<file path="src/rtl/shift_pkg.sv">
// Shared encodings for the sequential shifter (rotate gated by SHIFT_ROTATE_EN).
// Latency: n/a, types and constants only.
// Backpressure: n/a.
package shift_pkg;

  typedef enum logic [1:0] {
    MODE_SLL = 2'b00,
    MODE_SRL = 2'b01,
    MODE_SRA = 2'b10,
    MODE_ROL = 2'b11
  } mode_t;

  typedef enum logic [1:0] {
    ST_IDLE  = 2'd0,
    ST_SHIFT = 2'd1,
    ST_DONE  = 2'd2
  } state_t;

endpackage

</file>
<file path="src/rtl/shift_unit_seq_if.sv">
// Request/result bundle between a shift requester (master) and the shifter (slave).
// Latency: n/a, wiring only.
// Backpressure: master may only start while ready is high; starts while busy are dropped.
interface shift_unit_seq_if
  import shift_pkg::*;
#(
  parameter int W  = 8,
  parameter int AW = $clog2(W)
);
  logic          start;
  mode_t         mode;
  logic [AW-1:0] shift_amt;
  logic [W-1:0]  data_to_shift;
  logic          ready;
  logic          done;
  logic [W-1:0]  shifted_data;
  logic          carry_out;

  modport master (
    output start, mode, shift_amt, data_to_shift,
    input  ready, done, shifted_data, carry_out
  );

  modport slave (
    input  start, mode, shift_amt, data_to_shift,
    output ready, done, shifted_data, carry_out
  );
endinterface

</file>
<file path="src/rtl/shift_step.sv">
// One-bit shift/rotate step; mode 11 rotates only with SHIFT_ROTATE_EN, else acts as SLL.
// Latency: combinational.
// Backpressure: none.
module shift_step
  import shift_pkg::*;
#(
  parameter int W = 8
) (
  input  logic [W-1:0] val,
  input  mode_t        mode,
  output logic [W-1:0] nxt,
  output logic         bit_out
);

  always_comb begin
    nxt     = {val[W-2:0], 1'b0};
    bit_out = val[W-1];
    case (mode)
      MODE_SRL: begin
        nxt     = {1'b0, val[W-1:1]};
        bit_out = val[0];
      end
      MODE_SRA: begin
        nxt     = {val[W-1], val[W-1:1]};
        bit_out = val[0];
      end
`ifdef SHIFT_ROTATE_EN
      MODE_ROL: begin
        nxt     = {val[W-2:0], val[W-1]};
        bit_out = val[W-1];
      end
`endif
      default: ;
    endcase
  end

endmodule

</file>
<file path="src/rtl/shift_unit_seq.sv">
// Sequential shifter, one bit per clock; rotate mode compiled in only with SHIFT_ROTATE_EN.
// Latency: N shift edges after the accepting edge, then a one-cycle done pulse.
// Backpressure: ready low from acceptance until done drops; starts while busy are ignored.
module shift_unit_seq
  import shift_pkg::*;
#(
  parameter int W  = 8,
  parameter int AW = $clog2(W)
) (
  input  logic             clk,
  input  logic             rst_n,
  shift_unit_seq_if.slave  bus
);

  state_t        state_q, state_d;
  mode_t         mode_q;
  logic [AW-1:0] cnt_q;
  logic [W-1:0]  data_q;
  logic          carry_q;
  logic [W-1:0]  step_val;
  logic          step_bit;
  logic          accept;

  shift_step #(.W(W)) u_step (
    .val     (data_q),
    .mode    (mode_q),
    .nxt     (step_val),
    .bit_out (step_bit)
  );

  assign accept = (state_q == ST_IDLE) && bus.start;

  always_comb begin
    state_d   = state_q;
    bus.ready = 1'b0;
    bus.done  = 1'b0;
    case (state_q)
      ST_IDLE: begin
        bus.ready = 1'b1;
        if (bus.start) state_d = (bus.shift_amt != '0) ? ST_SHIFT : ST_DONE;
      end
      // Leave on the edge that takes the counter from 1 to 0.
      ST_SHIFT: if (cnt_q == AW'(1)) state_d = ST_DONE;
      ST_DONE: begin
        bus.done = 1'b1;
        state_d  = ST_IDLE;
      end
      default: state_d = ST_IDLE;
    endcase
  end

  always_ff @(posedge clk) begin
    if (!rst_n) begin
      state_q <= ST_IDLE;
      mode_q  <= MODE_SLL;
      cnt_q   <= '0;
      data_q  <= '0;
      carry_q <= 1'b0;
    end else begin
      state_q <= state_d;
      if (accept) begin
        data_q  <= bus.data_to_shift;
        mode_q  <= bus.mode;
        cnt_q   <= bus.shift_amt;
        carry_q <= 1'b0;
      end else if (state_q == ST_SHIFT) begin
        data_q  <= step_val;
        carry_q <= step_bit;
        cnt_q   <= cnt_q - AW'(1);
      end
    end
  end

  assign bus.shifted_data = data_q;
  assign bus.carry_out    = carry_q;

endmodule

</file>
<file path="src/flat_wrapper.sv">
// flat-port wrapper written by rule: the top's interface ports become plain ports
module shift_unit_seq_flat import shift_pkg::*;
#(
  parameter int W  = 8,
  parameter int AW = $clog2(W)
)
  (clk, rst_n, bus_start, bus_mode, bus_shift_amt, bus_data_to_shift, bus_ready, bus_done, bus_shifted_data, bus_carry_out);
  shift_unit_seq_if #(.W(W), .AW(AW)) bus_i ();
  input  logic clk;
  input  logic rst_n;
  input wire logic [$bits(bus_i.start)-1:0] bus_start;
  input wire logic [$bits(bus_i.mode)-1:0] bus_mode;
  input wire logic [$bits(bus_i.shift_amt)-1:0] bus_shift_amt;
  input wire logic [$bits(bus_i.data_to_shift)-1:0] bus_data_to_shift;
  output wire logic [$bits(bus_i.ready)-1:0] bus_ready;
  output wire logic [$bits(bus_i.done)-1:0] bus_done;
  output wire logic [$bits(bus_i.shifted_data)-1:0] bus_shifted_data;
  output wire logic [$bits(bus_i.carry_out)-1:0] bus_carry_out;
  assign bus_i.start = bus_start;
  assign bus_i.mode = bus_mode;
  assign bus_i.shift_amt = bus_shift_amt;
  assign bus_i.data_to_shift = bus_data_to_shift;
  assign bus_ready = bus_i.ready;
  assign bus_done = bus_i.done;
  assign bus_shifted_data = bus_i.shifted_data;
  assign bus_carry_out = bus_i.carry_out;
  shift_unit_seq #(.W(W), .AW(AW)) u_core (.clk(clk), .rst_n(rst_n), .bus(bus_i));
endmodule
</file>
<file path="config.mk">
export PLATFORM = sky130hd
export DESIGN_NAME = shift_unit_seq_flat
export DESIGN_NICKNAME = d
export VERILOG_FILES = /design/src/rtl/shift_pkg.sv /design/src/rtl/shift_unit_seq_if.sv /design/src/rtl/shift_step.sv /design/src/rtl/shift_unit_seq.sv /design/src/flat_wrapper.sv
export SDC_FILE = /design/constraint.sdc
export NUM_CORES = 1
export LEC_CHECK = 0
export BUFFER_PORTS_ARGS = -buffer_cell sky130_fd_sc_hd__buf_2
export CORE_MARGIN = 2
export CORE_UTILIZATION = 49
export DETAILED_ROUTE_END_ITERATION = 8
export PLACE_DENSITY = 0.85
export SLEW_MARGIN = 20
export SYNTH_ARGS = -nofsm -noshare
export SYNTH_HDL_FRONTEND = slang
export SYNTH_SLANG_ARGS = --single-unit
</file>
<file path="constraint.sdc">
create_clock -name clk -period 1.71 [get_ports clk]
set_input_delay 0.2565 -clock clk [delete_from_list [all_inputs] [get_ports clk]]
set_output_delay 0.2565 -clock clk [all_outputs]
set_load 0.01 [all_outputs]
</file>
=== Word-level counts from Yosys, hierarchy flattened ===
Cells that the tools add are included.

* Bits in registers: 16
* Input bits: 16
* Output and inout bits: 11
* Word-level logic and storage cells: 36

* Add/subtract/negate cells: 1
* Equality and inequality tests: 8
* Multiplexer cells: 12
* Bitwise operators: 1
* Reduce and logical (&&, ||, !) cells: 8

{| class="wikitable"
|+ Operators with widths
! cell !! count
|-
| 2-to-1 mux 8 bit || 2
|-
| one-hot mux 8 bit (2 select lines) || 1
|-
| 2-to-1 mux 2 bit || 3
|-
| 2-to-1 mux 3 bit || 2
|-
| equality test 2 x 1 -> 1 bit, second input constant || 2
|-
| equality test 2 bit, second input constant || 2
|-
| inequality test 2 x 1 -> 1 bit, second input constant || 2
|-
| one-hot mux 2 bit (2 select lines) || 1
|-
| AND reduction 2 bit || 2
|-
| OR reduction 2 bit || 2
|-
| equality test 3 x 1 -> 1 bit, second input constant || 1
|-
| 2-to-1 mux 1 bit || 3
|-
| nonzero test 3 bit || 1
|-
| subtractor 3 x 1 -> 3 bit, second input constant || 1
|-
| logical NOT 2 bit || 1
|-
| inequality test 2 bit, second input constant || 1
|-
| nonzero test 2 bit || 1
|-
| logical AND 1 bit || 1
|-
| inverter 1 bit || 1
|}

=== Longest topological paths before layout ===
Gate-level depths: netlist (run 1).

* Word-level depth: 4
* Gate-level depth with buffers: 6
* Depth with buffers taken out: 5

=== Cells and area by module ===
Synthesis (run 1) repeated with hierarchy kept, for this count alone.

* Cell total of the unflattened synthesis: 116
* Area total of the unflattened synthesis: 927.1 um2

{| class="wikitable"
|+ Modules (own cells, without submodules)
! module !! instances !! cells an instance !! area an instance (um2) !! sequential area each (um2)
|-
| shift_unit_seq || 1 || 87 || 760.7 || 320.3
|-
| shift_step || 1 || 29 || 166.4 || 0.0
|}

=== Worst setup path after synthesis (run 1) ===
OpenSTA, ideal clock, no wires.

* Kind: flip-flop to flip-flop
* Start: register u_core.mode_q[0]
* End: register u_core.data_q[5] (netlist: u_core.bus.shifted_data[5])
* Setup time: 0.127 ns
* Data arrival time: 1.446 ns
* Slack: 0.137 ns
* Cell stages (with the launch flop): 7
* Buffers on the path: 1
* Period minus slack after synthesis: 1.573 ns
* Cells stage by stage: dfxtp_1 -> inv_1 -> ha_1 -> clkbuf_1 -> o21ba_2 -> a221oi_1 -> o32ai_1

* Cells in the longest elaborated chain, start to end: 4
* Elaborated cells on any way between the ends: 5
* Those cells by class: 2 x eq/ne; 3 x mux

{| class="wikitable"
|+ RTL lines
! item !! line !! text
|-
| start: declaration || shift_unit_seq.sv:16 || <nowiki>mode_t mode_q;</nowiki>
|-
| start signal: assignment || shift_unit_seq.sv:63 || <nowiki>mode_q <= bus.mode;</nowiki>
|-
| equality test 2 bit / equality test 2 x 1 -> 1 bit (equally long branches) || shift_step.sv:18 || <nowiki>case (mode)</nowiki>
|-
| one-hot mux 8 bit (2 select lines) (*) || shift_step.sv:18 ||
|-
| 2-to-1 mux 8 bit (*) || shift_unit_seq.sv:66 || <nowiki>end else if (state_q == ST_SHIFT) begin</nowiki>
|-
| 2-to-1 mux 8 bit (*) || shift_unit_seq.sv:61 || <nowiki>if (accept) begin</nowiki>
|-
| end signal: assignment || shift_unit_seq.sv:62 || <nowiki>data_q <= bus.data_to_shift;</nowiki>
|-
| end signal: assignment || shift_unit_seq.sv:67 || <nowiki>data_q <= step_val;</nowiki>
|-
| end: declaration || shift_unit_seq.sv:18 || <nowiki>logic [W-1:0] data_q;</nowiki>
|}

Every way passes the cells marked *; elsewhere a longest branch is shown, timed or not. The select of a mux whose other input is x is not followed.
A chain may end at the register's enable or synchronous reset.

=== Worst setup path in the final report (run 1) ===
* Start: register u_core.state_q[1]
* End: register u_core.data_q[3] (netlist: u_core.bus.shifted_data[3])

* Cells in the longest elaborated chain, start to end: 3
* Elaborated cells on any way between the ends: 5
* Those cells by class: 1 x eq/ne; 1 x mux; 3 x reduce/logical

{| class="wikitable"
|+ RTL lines
! item !! line !! text
|-
| start: declaration || shift_unit_seq.sv:15 || <nowiki>state_t state_q, state_d;</nowiki>
|-
| start signal: assignment || shift_unit_seq.sv:60 || <nowiki>state_q <= state_d;</nowiki>
|-
| logical NOT 2 bit || shift_unit_seq.sv:31 || <nowiki>assign accept = (state_q == ST_IDLE) && bus.start;</nowiki>
|-
| logical AND 1 bit || shift_unit_seq.sv:31 ||
|-
| 2-to-1 mux 8 bit / nonzero test 2 bit (equally long branches) || -- ||
|}

Parallel ways exist; a longest one is shown, timed or not.

==> results of run 1 <==
-- final cells by class --
class                   count  area [µm²]
flip-flops and latches     16       320.3
well taps                  25       31.28
fillers                   148       655.6
repair buffers             28       145.1
multi-input cells          67       481.7
inverters                  10       37.54
clock buffers               4       36.28
-- sequential cells by signal (all words and copies together) (netlist names) --
register                 count
u_core.state_q               2
u_core.mode_q                2
u_core.bus.carry_out         1
u_core.bus.shifted_data      8
u_core.cnt_q                 3
-- metrics by stage --
step / hold slack (ps) / cell area [µm²]
3_5_place_dp: 473.3 / 1016
6_report: 182.1 / 1052
2_1_floorplan: 391.3 / 888.4
4_1_cts: 190.5 / 1052
3_3_place_gp: 463.0 / 1016
5_1_grt: 206.3 / 1052
-- power by group through the flow --
| stage | Sequential (mW) | Clock [mW] | Combinational [mW] |
|---|---|---|---|
| after global routing | 0.452 | 0.270 | 0.276 |
| after detailed placement | 0.456 | 0 | 0.249 |
| after floorplan | 0.457 | 0 | 0.172 |
| final | 0.449 | 0.261 | 0.251 |
| after CTS | 0.448 | 0.260 | 0.251 |
| after global placement | 0.453 | 0 | 0.242 |
-- layer usage --
metal | global-route usage (%) | share of wire (%)
met1 | 24.06 | 46
met2 | 31.94 | 48
met3 | 2.353 | 4.1
met4 | 10.29 | 2.0
met5 | 0 | 0
-- logic make-up (layout without fill, tap and decap cells) --
group,count (synthesis),in the layout
AOI/OAI and AO/OA,37,37
adders and majority gates,4,4
buffers and inverters,17,42
DFF,16,16
muxes,1,1
and+or+nand+nor,25,25
-- final timing paths --
kind	to	depth (start not counted)	start
setup reg to reg	u_core.bus.shifted_data[3]$_SDFFE_PN0P_	3	u_core.state_q[1]$_SDFFE_PN0P_
setup / recovery	u_core.bus.shifted_data[3]$_SDFFE_PN0P_	3	u_core.state_q[1]$_SDFFE_PN0P_
hold / removal	u_core.mode_q[0]$_SDFFE_PN0P_	3	bus_mode[0]
hold reg to reg	u_core.mode_q[0]$_SDFFE_PN0P_	2	u_core.mode_q[0]$_SDFFE_PN0P_
-- worst max-delay path: stages (launching register included) --
cell      delay, ps
dfxtp_1         390
nor3b_2         670
a221oi_1        110
o32ai_1         310
-- layout by cell type, fill, tap and decap left out, drive strengths merged, types with 3 or more instances in the layout --
master,netlist,routed
a221oi,6,6
o32ai,6,6
dfxtp,16,16
ha,4,4
inv,10,10
a2bb2oi,3,3
buf,4,28
a21boi,5,5
nand2,6,6
a21oi,11,11
nor2b,3,3
nand3,5,5
nand2b,5,5
clkbuf,3,4
==> impl.org, run 1 <==
** Status
- Run status :: complete, no violations

** Power
- Overall power :: 0.9598 mW
- Internal power comes to 0.6587 mW.
- Part of the power in the clock network :: 27.2%
- In this run switching power makes up between 30% and 40% of total power.
- Of the total power, registers draw 46.7%.
- Leakage Power :: 0.4493 nW
- VDD sags by at most 0.6105 mV.
- For this design the total switching power over the nets is 0.3011 mW.
- Logic pwr share :: 26.1%
- Total power density per cell area :: 912.1 mW/mm²

** Drt
- Across all layers, the routed design uses 870 vias.
- In the final routed layout, each cell accounts on average for 13.24 µm.
- Summed over all layers, the routed wires come to 1986 µm.
- Count of antenna-violating nets left after detailed routing :: 0
- Detailed-route vias per instance :: 5.800
- The first TritonRoute pass finished after 4 iterations.
- Drt drc :: 0
- Starting DRC count in detailed routing :: 21

** STA
- Share of the cycle needed by the critical path after routing :: 91.34%
- Final worst clock skew :: around 10 ps
- RSZ-0062 raised after global routing :: false
- The routed design could run at a clock period as short as 1562 ps.
- Setup violations remaining at the end of the flow were counted as 0.
- Static timing analysis puts the maximum clock frequency at approximately 640 MHz.
- Measured against its own limit, the worst slew margin works out to between 40 and 50%.
- Setup total negative slack on the finished layout was measured at 0 ps.
- The final number of max-transition violations came to 0.
- After layout, the worst setup slack is ~150 ps.
- Slew @ Worst Pin :: 747.6 ps
- Number of failing hold endpoints at the final stage :: 0

** Clock tree
- Clk Tree Root Cell :: clkbuf_4
- Setup bufs post-CTS :: 0
- Counting the buffers created by CTS gives 3.
- Number of resized instances in the post-cts repair step :: 0
- Worst skew pair latency :: 300 ps
- Clock slew at reported path FFs :: 100 ps
- The clock passes through at most 2 buffers.
- For this design, the CTS-stage hold fixing added 0 buffers.
- CTS Sinks :: 16
- TritonCTS clock tree :: built
- Depth of the CTS H-tree :: 1

** Global route
- The via count of the first global-routing pass came to between 600 and 700.
- The number of antenna violations at the first check in global routing is 0.
- After global routing the overflow that remains totals 0.
- Pin count of the biggest net entering global routing :: 13
- Global routing consumed, over all layers together, 19.30% of the routing resources.
- Wire length of the first global-routing pass :: around 2900 µm

** Logic synthesis
- Syn. warnings :: 0
- The synthesized netlist occupies a cell area of 888.4 µm².
- Largest area contributor in the netlist :: dfxtp_1
- Register bit total from synthesis :: 16
- After synthesis, the most frequently instantiated cells are dfxtp_1 (16), a21oi_1 (11), inv_1 (10).
- Each instance of the synthesized netlist takes up on average about 8.9 µm².
- Count of flip-flops with a built-in enable after synthesis :: 0
- Area contributors post-synth :: dfxtp_1 (36%), a21oi_1 (6.2%), a221oi_1 (5.9%)
- Multiplexer fraction of the synthesized cell area :: between 1 and 1.5%
- Post-synth top flop :: dfxtp_1
- Counting flops with an async set or reset pin after synthesis yields a share of 0%.
- Area fraction in compound gates after synthesis :: 30.99%
- Sequential area share after synthesis :: between 30% and 40%
- Of the total synthesized cell area, the portion taken by AND, OR, NAND and NOR gates is 16.48%.
- The netlist uses 30 different library cells.
- In the post-synthesis netlist, the cell with the most instances is dfxtp_1.
- Synthesis produced 100 cells.
- Adder and majority gate portion of the synthesized area :: between 5 and 6%
- Counting every net in the synthesized netlist gives 120.
- Summing the areas of all xor and xnor instances in the mapped netlist gives 0% of the synthesized area.
- After synthesis, the largest family of logic cells by area is compound AO/OA/AOI/OAI gates.
- Summed over its instances, the top area cell type makes up 36.06% of the synthesized netlist area.

** Floorplan
- The initial utilization of the core area, before any placement, comes to 52.01%.
- The floorplan step defined a die boundary enclosing 0.002170 mm².
- During I/O placement, the number of pins put on the boundary was 27.
- Overall die height :: 46.58 µm
- Width of the die :: between 40 and 50 µm
- Standard-cell row count :: 15
- In this run the standard cell core region covers 0.001708 mm².

** Place
- The wire-length estimate of the detail-placed layout is about 1500 µm.
- # placed instances :: 146
- Pre-CTS setup slack :: 156.3 ps
- Port buffering added 26 buffers.
- Weighted congestion at the end of routability-driven global placement :: roughly 0.9

** Critical path
- Data arrival time of the critical path :: 1770 ps
- FF-to-FF setup slack :: around 150 ps
- Along the worst path, the maximum fanout reaches 12.
- Type of the worst setup path :: flip-flop to flip-flop
- STA classifies the critical path startpoint as a flip-flop.
- Critical Path End Type :: flip-flop
- For the worst setup path, the data required time is around 1900 ps.

** Job
- Max-cap violations :: 0

** Finish
- Excluding fillers, the count of instances in the completed layout stands at 150.
- Synth-to-Final Area Change :: 18.45%
- Of the cells placed in the final design, the portion with a size suffix greater than 1 is about 29%.
- In the final design database the tool counted 146 nets.
- Antenna cell count :: 0
- For this run, the share of the core covered by cells in the final layout is between 60% and 70%.

** Min path
- Min-delay worst type :: input pin to flip-flop
Power figures use the tool's default switching activity.
==> run 2, diff against run 1 <==
- CELL_PAD_IN_SITES_DETAIL_PLACEMENT: unset -> 1
- CELL_PAD_IN_SITES_GLOBAL_PLACEMENT: unset -> 2
- CORE_UTILIZATION: 49 -> 28
- PLACE_DENSITY: 0.85 -> 0.83
==> run 2 against run 1 <==
Die area increased by 68%. Global-route usage decreased by 4.2 points. Non-clock buffer count increased by 1. Hold slack improved by 15 ps. Cell count increased by 13%. Critical path type unchanged. Critical endpoint is now u_core.bus.shifted_data[4]$_SDFFE_PN0P_. Largest power group unchanged.
==> impl.org, run 2 (same netlist as run 1, synthesis figures left out) <==
** Status
- The run finished with clean final reports.

** Clock tree
- Depth of the CTS H-tree :: 1 (unchanged)
- The insertion delay to the later sink of the worst-skew pair was 290 ps (about the same).
- The cell sitting at the root of the clock tree is a clkbuf_4.
- Clock slew at reported path FFs :: 100 ps (about the same)
- The buffer depth of the longest clock path was 2 (unchanged).
- The number of CTS-inserted buffers is 3 (unchanged).
- TritonCTS clock tree :: built
- The number of sinks driven by the clock tree came to 16 (unchanged).
- Hold-fix buffers at CTS :: 0 (unchanged)

** Drt
- Drt drc :: 0 (unchanged)
- The per-cell routed wire length is 14.54 µm (+9.8%).
- Via count :: 870 (unchanged)
- The count of antenna-violating nets left after detailed routing is 0 (unchanged).
- The wire length after detailed routing came to 2471 µm (+24%).
- Detailed-route vias per instance :: 5.118 (-12%)
- The number of iterations in the first detailed-routing pass came to 4 (unchanged).
- The DRC violation total after the first TritonRoute iteration is 13 (-38%).

** Place
- The placer's final routability congestion estimate is 0.7570 (-13%).
- HPWL after DPL :: 1907 µm (+30%)
- Post-placement cell area :: 0.001047 mm² (+3.1%)
- The worst setup timing slack at the placement stage came to 85.04 ps (-71.28 ps).
- Number of buffer cells added on primary ports :: 26 (unchanged)

** Finish
- Final std cell area, no fill :: 0.001090 mm² (+3.6%)
- Antenna cell count :: 0 (unchanged)
- The count of nets after finishing is 147 (+0.68%).
- Synth-to-Final Area Change :: 22.68%
- Layout cell share with drive strength beyond 1 :: 29.37% (+0.57 points)
- The number of flip-flops in the largest register is 8 (unchanged).
- Leaving out fill and tap cells, the most frequent cell in the layout is buf_2.
- The library cells used most frequently in the layout, excluding fill and tap cells, are buf_2 (26), dfxtp_1 (16), a21oi_1 (11), inv_1 (10).
- The utilization after layout came to 35.99% (-26 points).

** Critical path
- Type of the worst setup path :: flip-flop to flip-flop
- Launching element type of the critical path :: flip-flop
- Required arrival time at the worst endpoint :: 1890 ps (-30 ps)
- The data arrival time of the critical path came to 1720 ps (-50 ps).
- Top fanout value on the critical path :: 7 (-5)
- Crit-path cells :: inv_1 -> ha_1 -> o21ba_2 -> a221oi_1 -> o32ai_1
- The largest stage delay on the critical path was 360 ps (-310 ps).
- Cell type of the slowest stage on the worst timing path :: dfxtp_1
- Critical Path End Type :: flip-flop

** Power
- The total internal power was 0.6617 mW (+0.44%).
- Logic pwr share :: 26.9% (+0.8 points)
- The worst-case vdd ir drop came to 0.4665 mV (-24%).
- Part of the power in the clock network :: 26.4% (-0.8 points)
- Total power density per cell area :: 887.0 mW/mm² (-2.7%)
- Leakage Power :: 0.4549 nW (+1.2%)
- Fraction of power consumed by sequential logic :: 46.7% (about the same)
- Switching share of power :: 31.55% (+0.19 points)
- Overall power :: 0.9667 mW (+0.72%)
- The net switching power of the design came to 0.3050 mW (+1.3%).

** Floorplan
- The die outline area is 0.003639 mm² (+68%).
- Standard-cell row count :: 20 (+5)
- The area of the core region is 0.003028 mm² (+77%).
- The width of the die came to 60.33 µm (+30%).
- The chip height is 60.33 µm (+30%).
- The effective utilization at floorplan was 29.34% (-23 points).
- The number of top-level design ports came to 27 (unchanged).

** Global route
- Number of antenna violations at the first check in global routing :: 0 (unchanged)
- The total global routing track utilization was 15.10% (-4.2 points).
- Wire length of the first global-routing pass :: 4126 µm (+40%)
- Final global-route overflow total :: 0 (unchanged)
- Pin count of the biggest net entering global routing :: 13 (unchanged)
- Vias in the first global route :: 904 (+31%)

** STA
- Share of the cycle needed by the critical path after routing :: 89.59% (-1.7 points)
- Minimum clock period after layout :: 1532 ps (-29.91 ps)
- The count of endpoints failing hold in the final timing report was 0 (unchanged).
- The final number of max-transition violations came to 0 (unchanged).
- The max-slew headroom at the worst pin was 65.72% (+16 points).
- Final setup TNS :: 0 ps (unchanged)
- Setup repair after global routing left no endpoint under its margin.
- Crit path setup slack, layout :: 178.0 ps (+29.91 ps)
- Final worst clock skew :: 0.6369 ps (-9.582 ps)
- The timing-limited maximum frequency came to 652.8 MHz (+2.0%).
- Slew @ Worst Pin :: 513.6 ps (-234.0 ps)
- Final Setup Violations :: 0 (unchanged)

** Job
- The max-capacitance violation count came to 0 (unchanged).

** Min path
- In this run the worst hold path is classified as input pin to flip-flop.
run 2: cell count changes in the layout (fill, tap and decap cells not counted):
cell	previous run	this run
buf_4	2	3
nor3b_2	1	0
nor3b_4	0	1
run 2: power by group through the flow:
| stage | Combinational (mW) | Sequential (mW) | Clock [mW] |
|---|---|---|---|
| 2_1_floorplan | 0.172 | 0.457 | 0 |
| 3_3_place_gp | 0.252 | 0.457 | 0 |
| 3_5_place_dp | 0.261 | 0.460 | 0 |
| 4_1_cts | 0.262 | 0.451 | 0.272 |
| 5_1_grt | 0.296 | 0.459 | 0.284 |
| 6_report | 0.260 | 0.452 | 0.255 |
run 2: what timing repair did:
action                                 4_1_cts  5_1_grt
setup endpoints to repair                    0        6
setup buffers                                0        0
endpoints found under the hold margin        0        0
gates resized for setup                      0        1
run 2: area by class of cell:
cell class | count | area (µm²)
clock buffers | 4 | 36.28
multi-input cells | 67 | 488.0
repair buffers | 29 | 152.6
inverters | 10 | 37.54
flip-flops and latches | 16 | 320.3
well taps | 44 | 55.05
fillers | 376 | 1938
run 2: critical path, delay by kind of cell, from the launching register on:
family,cells,cell delay [ps]
adder cells (fa/ha/maj),1,290
flip-flops,1,360
buffers and inverters,1,50
AO/OA/AOI/OAI,3,720
run 2: final timing paths:
check                           startpoint                                 endpoint  slack (ps)  cells after the start
max          u_core.mode_q[0]$_SDFFE_PN0P_  u_core.bus.shifted_data[4]$_SDFFE_PN0P_         180                      5
min                            bus_mode[0]            u_core.mode_q[0]$_SDFFE_PN0P_         200                      3
max reg2reg  u_core.mode_q[0]$_SDFFE_PN0P_  u_core.bus.shifted_data[4]$_SDFFE_PN0P_         180                      5
min reg2reg   u_core.cnt_q[2]$_SDFFE_PN0P_             u_core.cnt_q[2]$_SDFFE_PN0P_         480                      2
run 2: layer usage:
metal | global-route usage, % | routed length (µm) | vias to the layer above
li1 | - | - | 420
met1 | 17.99 | 1078 | 420
met2 | 26.24 | 1217 | 26
met3 | 4.762 | 150 | 4
met4 | 3.810 | 25 | 0
met5 | 0 | 0 | -
run 2: through the flow:
stage | std cells | hold WS (ps)
floorplan | 100 | 391.3
global placement | 166 | 467.7
CTS | 170 | 183.7
finish | 170 | 196.9
detailed placement | 166 | 476.4
global route | 170 | 198.4
==> run 3, diff against run 2 <==
- REMOVE_ABC_BUFFERS: unset -> 1
==> run 3 against run 2 <==
Maximum frequency fell by 0.25%. First-iteration DRC count increased by 38%. Clock power grew 4%. Worst setup slack worse by 3.8 ps. Critical path type is now flip-flop to primary output. Register-to-register slack is essentially flat. Sequential share of layout area did not move.
==> impl.org, run 3 (same netlist as run 1, synthesis figures left out) <==
** Drt
- The per-cell routed wire length came to 14.81 µm (+1.9%).
- The DRC violation total after the first TritonRoute iteration was 18 (+5).
- The count of antenna-violating nets left after detailed routing came to 0 (unchanged).
- Detailed-route vias per instance :: 5.053 (-1.3%)
- Drt drc :: 0 (unchanged)
- Count of TritonRoute iterations in the first routing pass :: 4 (unchanged)
- The wire length after detailed routing is 2517 µm (+1.9%).
- The count of vias placed by the detailed router came to 859 (-1.3%).

** STA
- Final Setup Violations :: 0 (unchanged)
- The final number of max-transition violations was 0 (unchanged).
- Slew margin rel. :: 66.15% (+0.42 points)
- Minimum clock period after layout :: 1536 ps (+3.763 ps)
- Slew @ Worst Pin :: 507.2 ps (-6.368 ps)
- Setup repair after global routing left no endpoint under its margin.
- Number of failing hold endpoints at the final stage :: 0 (unchanged)
- Final hold slack :: 186.6 ps (-10.31 ps)
- The timing-limited maximum frequency is 651.2 MHz (-0.25%).
- The post-route clock period utilization is 89.81% (+0.22 points).
- Final setup TNS :: 0 ps (unchanged)
- Final worst clock skew :: 5.759 ps (+5.122 ps)

** Clock tree
- The post-CTS setup-driven buffer insertion count was 0 (unchanged).
- Maximum root-to-sink buffer count :: 2 (unchanged)
- Depth of the CTS H-tree :: 1 (unchanged)
- The number of sinks driven by the clock tree came to 16 (unchanged).
- Worst skew pair latency :: 300 ps (about the same)
- The number of buffers added to fix hold violations after cts came to 0 (unchanged).
- TritonCTS built the clock tree.
- The clock transition time at the flip-flop clock pins of the worst setup and hold paths is 100 ps (about the same).
- Clk Tree Root Cell :: clkbuf_4
- The number of CTS-inserted buffers was 3 (unchanged).

** Floorplan
- Placeable core region :: 0.003028 mm² (unchanged)
- Standard-cell row count :: 20 (unchanged)
- Initial Utilization :: 29.34% (unchanged)
- The number of top-level design ports came to 27 (unchanged).
- The die outline area came to 0.003639 mm² (unchanged).
- Overall die height :: 60.33 µm (unchanged)
- The width of the die came to 60.33 µm (unchanged).

** Place
- HPWL after DPL :: 1931 µm (+1.2%)
- Number of buffer cells added on primary ports :: 26 (unchanged)
- Weighted congestion at the end of routability-driven global placement :: 0.7551 (-0.25%)

** Critical path
- Required arrival time at the worst endpoint :: 1450 ps (-440 ps)
- Type of the worst setup path :: flip-flop to primary output
- STA classifies the critical path endpoint as a primary output.
- The largest driver fanout on the critical path came to 10 (+3).
- The internal reg-to-reg setup slack was 180 ps (about the same).
- Launching element type of the critical path :: flip-flop
- Data arrival time of the critical path :: 1280 ps (-440 ps)

** Finish
- The count of nets after finishing came to 147 (unchanged).
- The number of filler instances in the final layout came to 379 (+0.80%).
- Synth-to-Final Area Change :: 22.68% (unchanged)
- Layout cell share with drive strength beyond 1 :: 29.37% (unchanged)
- In the layout the commonest cells are buf_2 (26), dfxtp_1 (16), a21oi_1 (11), inv_1 (10).
- Most frequent standard cell in the layout excluding fill and tap cells :: buf_2
- The antenna diode count was 0 (unchanged).
- The number of flip-flops in the largest register was 8 (unchanged).

** Power
- Total power density per cell area :: 897.2 mW/mm² (+1.1%)
- The reported leakage power came to 0.4549 nW (about the same).
- The overall power was 0.9778 mW (+1.1%).
- The worst-case vdd ir drop came to 0.5302 mV (+14%).

** Min path
- Min-delay worst type :: input pin to flip-flop

** Global route
- Pin count of the biggest net entering global routing :: 13 (unchanged)
- The number of antenna violations at the first check in global routing came to 0 (unchanged).
- Vias in the first global route :: 885 (-2.1%)
- The first-pass GRT wire length is 4257 µm (+3.2%).
- The total global routing track utilization came to 16.01% (+0.91 points).
- Final global-route overflow total :: 0 (unchanged)

** Status
- Run status :: complete, no violations

** Job
- The max-capacitance violation count is 0 (unchanged).
run 3: cell counts in the layout (fill, tap and decap cells not counted):
Identical to the previous run, type by type.
run 3: worst max-delay path, cell delays in order (launching register included):
cell and delay (ps):
dfxtp_1 550, buf_4 230, nor2_1 60, buf_2 150
run 3: area by class of cell:
cell class | count | area [µm²] | area share [%]
clock buffers | 4 | 36.28 | 3.329
repair buffers | 29 | 152.6 | 14.01
well taps | 44 | 55.05 | 5.052
inverters | 10 | 37.54 | 3.444
flip-flops and latches | 16 | 320.3 | 29.39
multi-input cells | 67 | 488.0 | 44.78
run 3: routing by layer:
| metal | up-vias | GRT usage (%) | part of all wire (%) |
|---|---|---|---|
| li1 | 421 | - | - |
| met1 | 406 | 18.57 | 45 |
| met2 | 28 | 28.26 | 48 |
| met3 | 4 | 4.762 | 5.8 |
| met4 | 0 | 4.762 | 1.2 |
| met5 | - | 0 | 0 |
run 3: what timing repair did:
item	4_1_cts	5_1_grt
endpoints found under the setup margin	0	2
hold endpoints to repair	0	0
gates resized for setup	0	1
run 3: worst paths after layout:
path                                                      from                                 endpoint  cells past startpoint
worst max-delay path            u_core.state_q[0]$_SDFFE_PN0P_                                bus_ready                      3
worst min-delay path                               bus_mode[1]            u_core.mode_q[1]$_SDFFE_PN0P_                      3
worst max register to register   u_core.mode_q[0]$_SDFFE_PN0P_  u_core.bus.shifted_data[1]$_SDFFE_PN0P_                      5
worst min register to register   u_core.mode_q[1]$_SDFFE_PN0P_            u_core.mode_q[1]$_SDFFE_PN0P_                      2
run 3: where the power goes:
part	switching [mW]	total (mW)	internal, mW
Sequential	0.0421	0.452	0.410
Combinational	0.138	0.259	0.121
Clock	0.137	0.266	0.130
run 3: metrics by stage:
| stage | cell area, µm² | instances | utilization, % | setup slack [ps] |
|---|---|---|---|---|
| floorplan | 839.6 | 93 | - | 224.0 |
| global placement | 1047 | 166 | 34.59 | 210.8 |
| detailed placement | 1047 | 166 | 34.59 | 146.0 |
| CTS | 1084 | 170 | 35.79 | 120.5 |
| global route | 1090 | 170 | 35.99 | 7.968 |
| finish | 1090 | 170 | 35.99 | 174.3 |
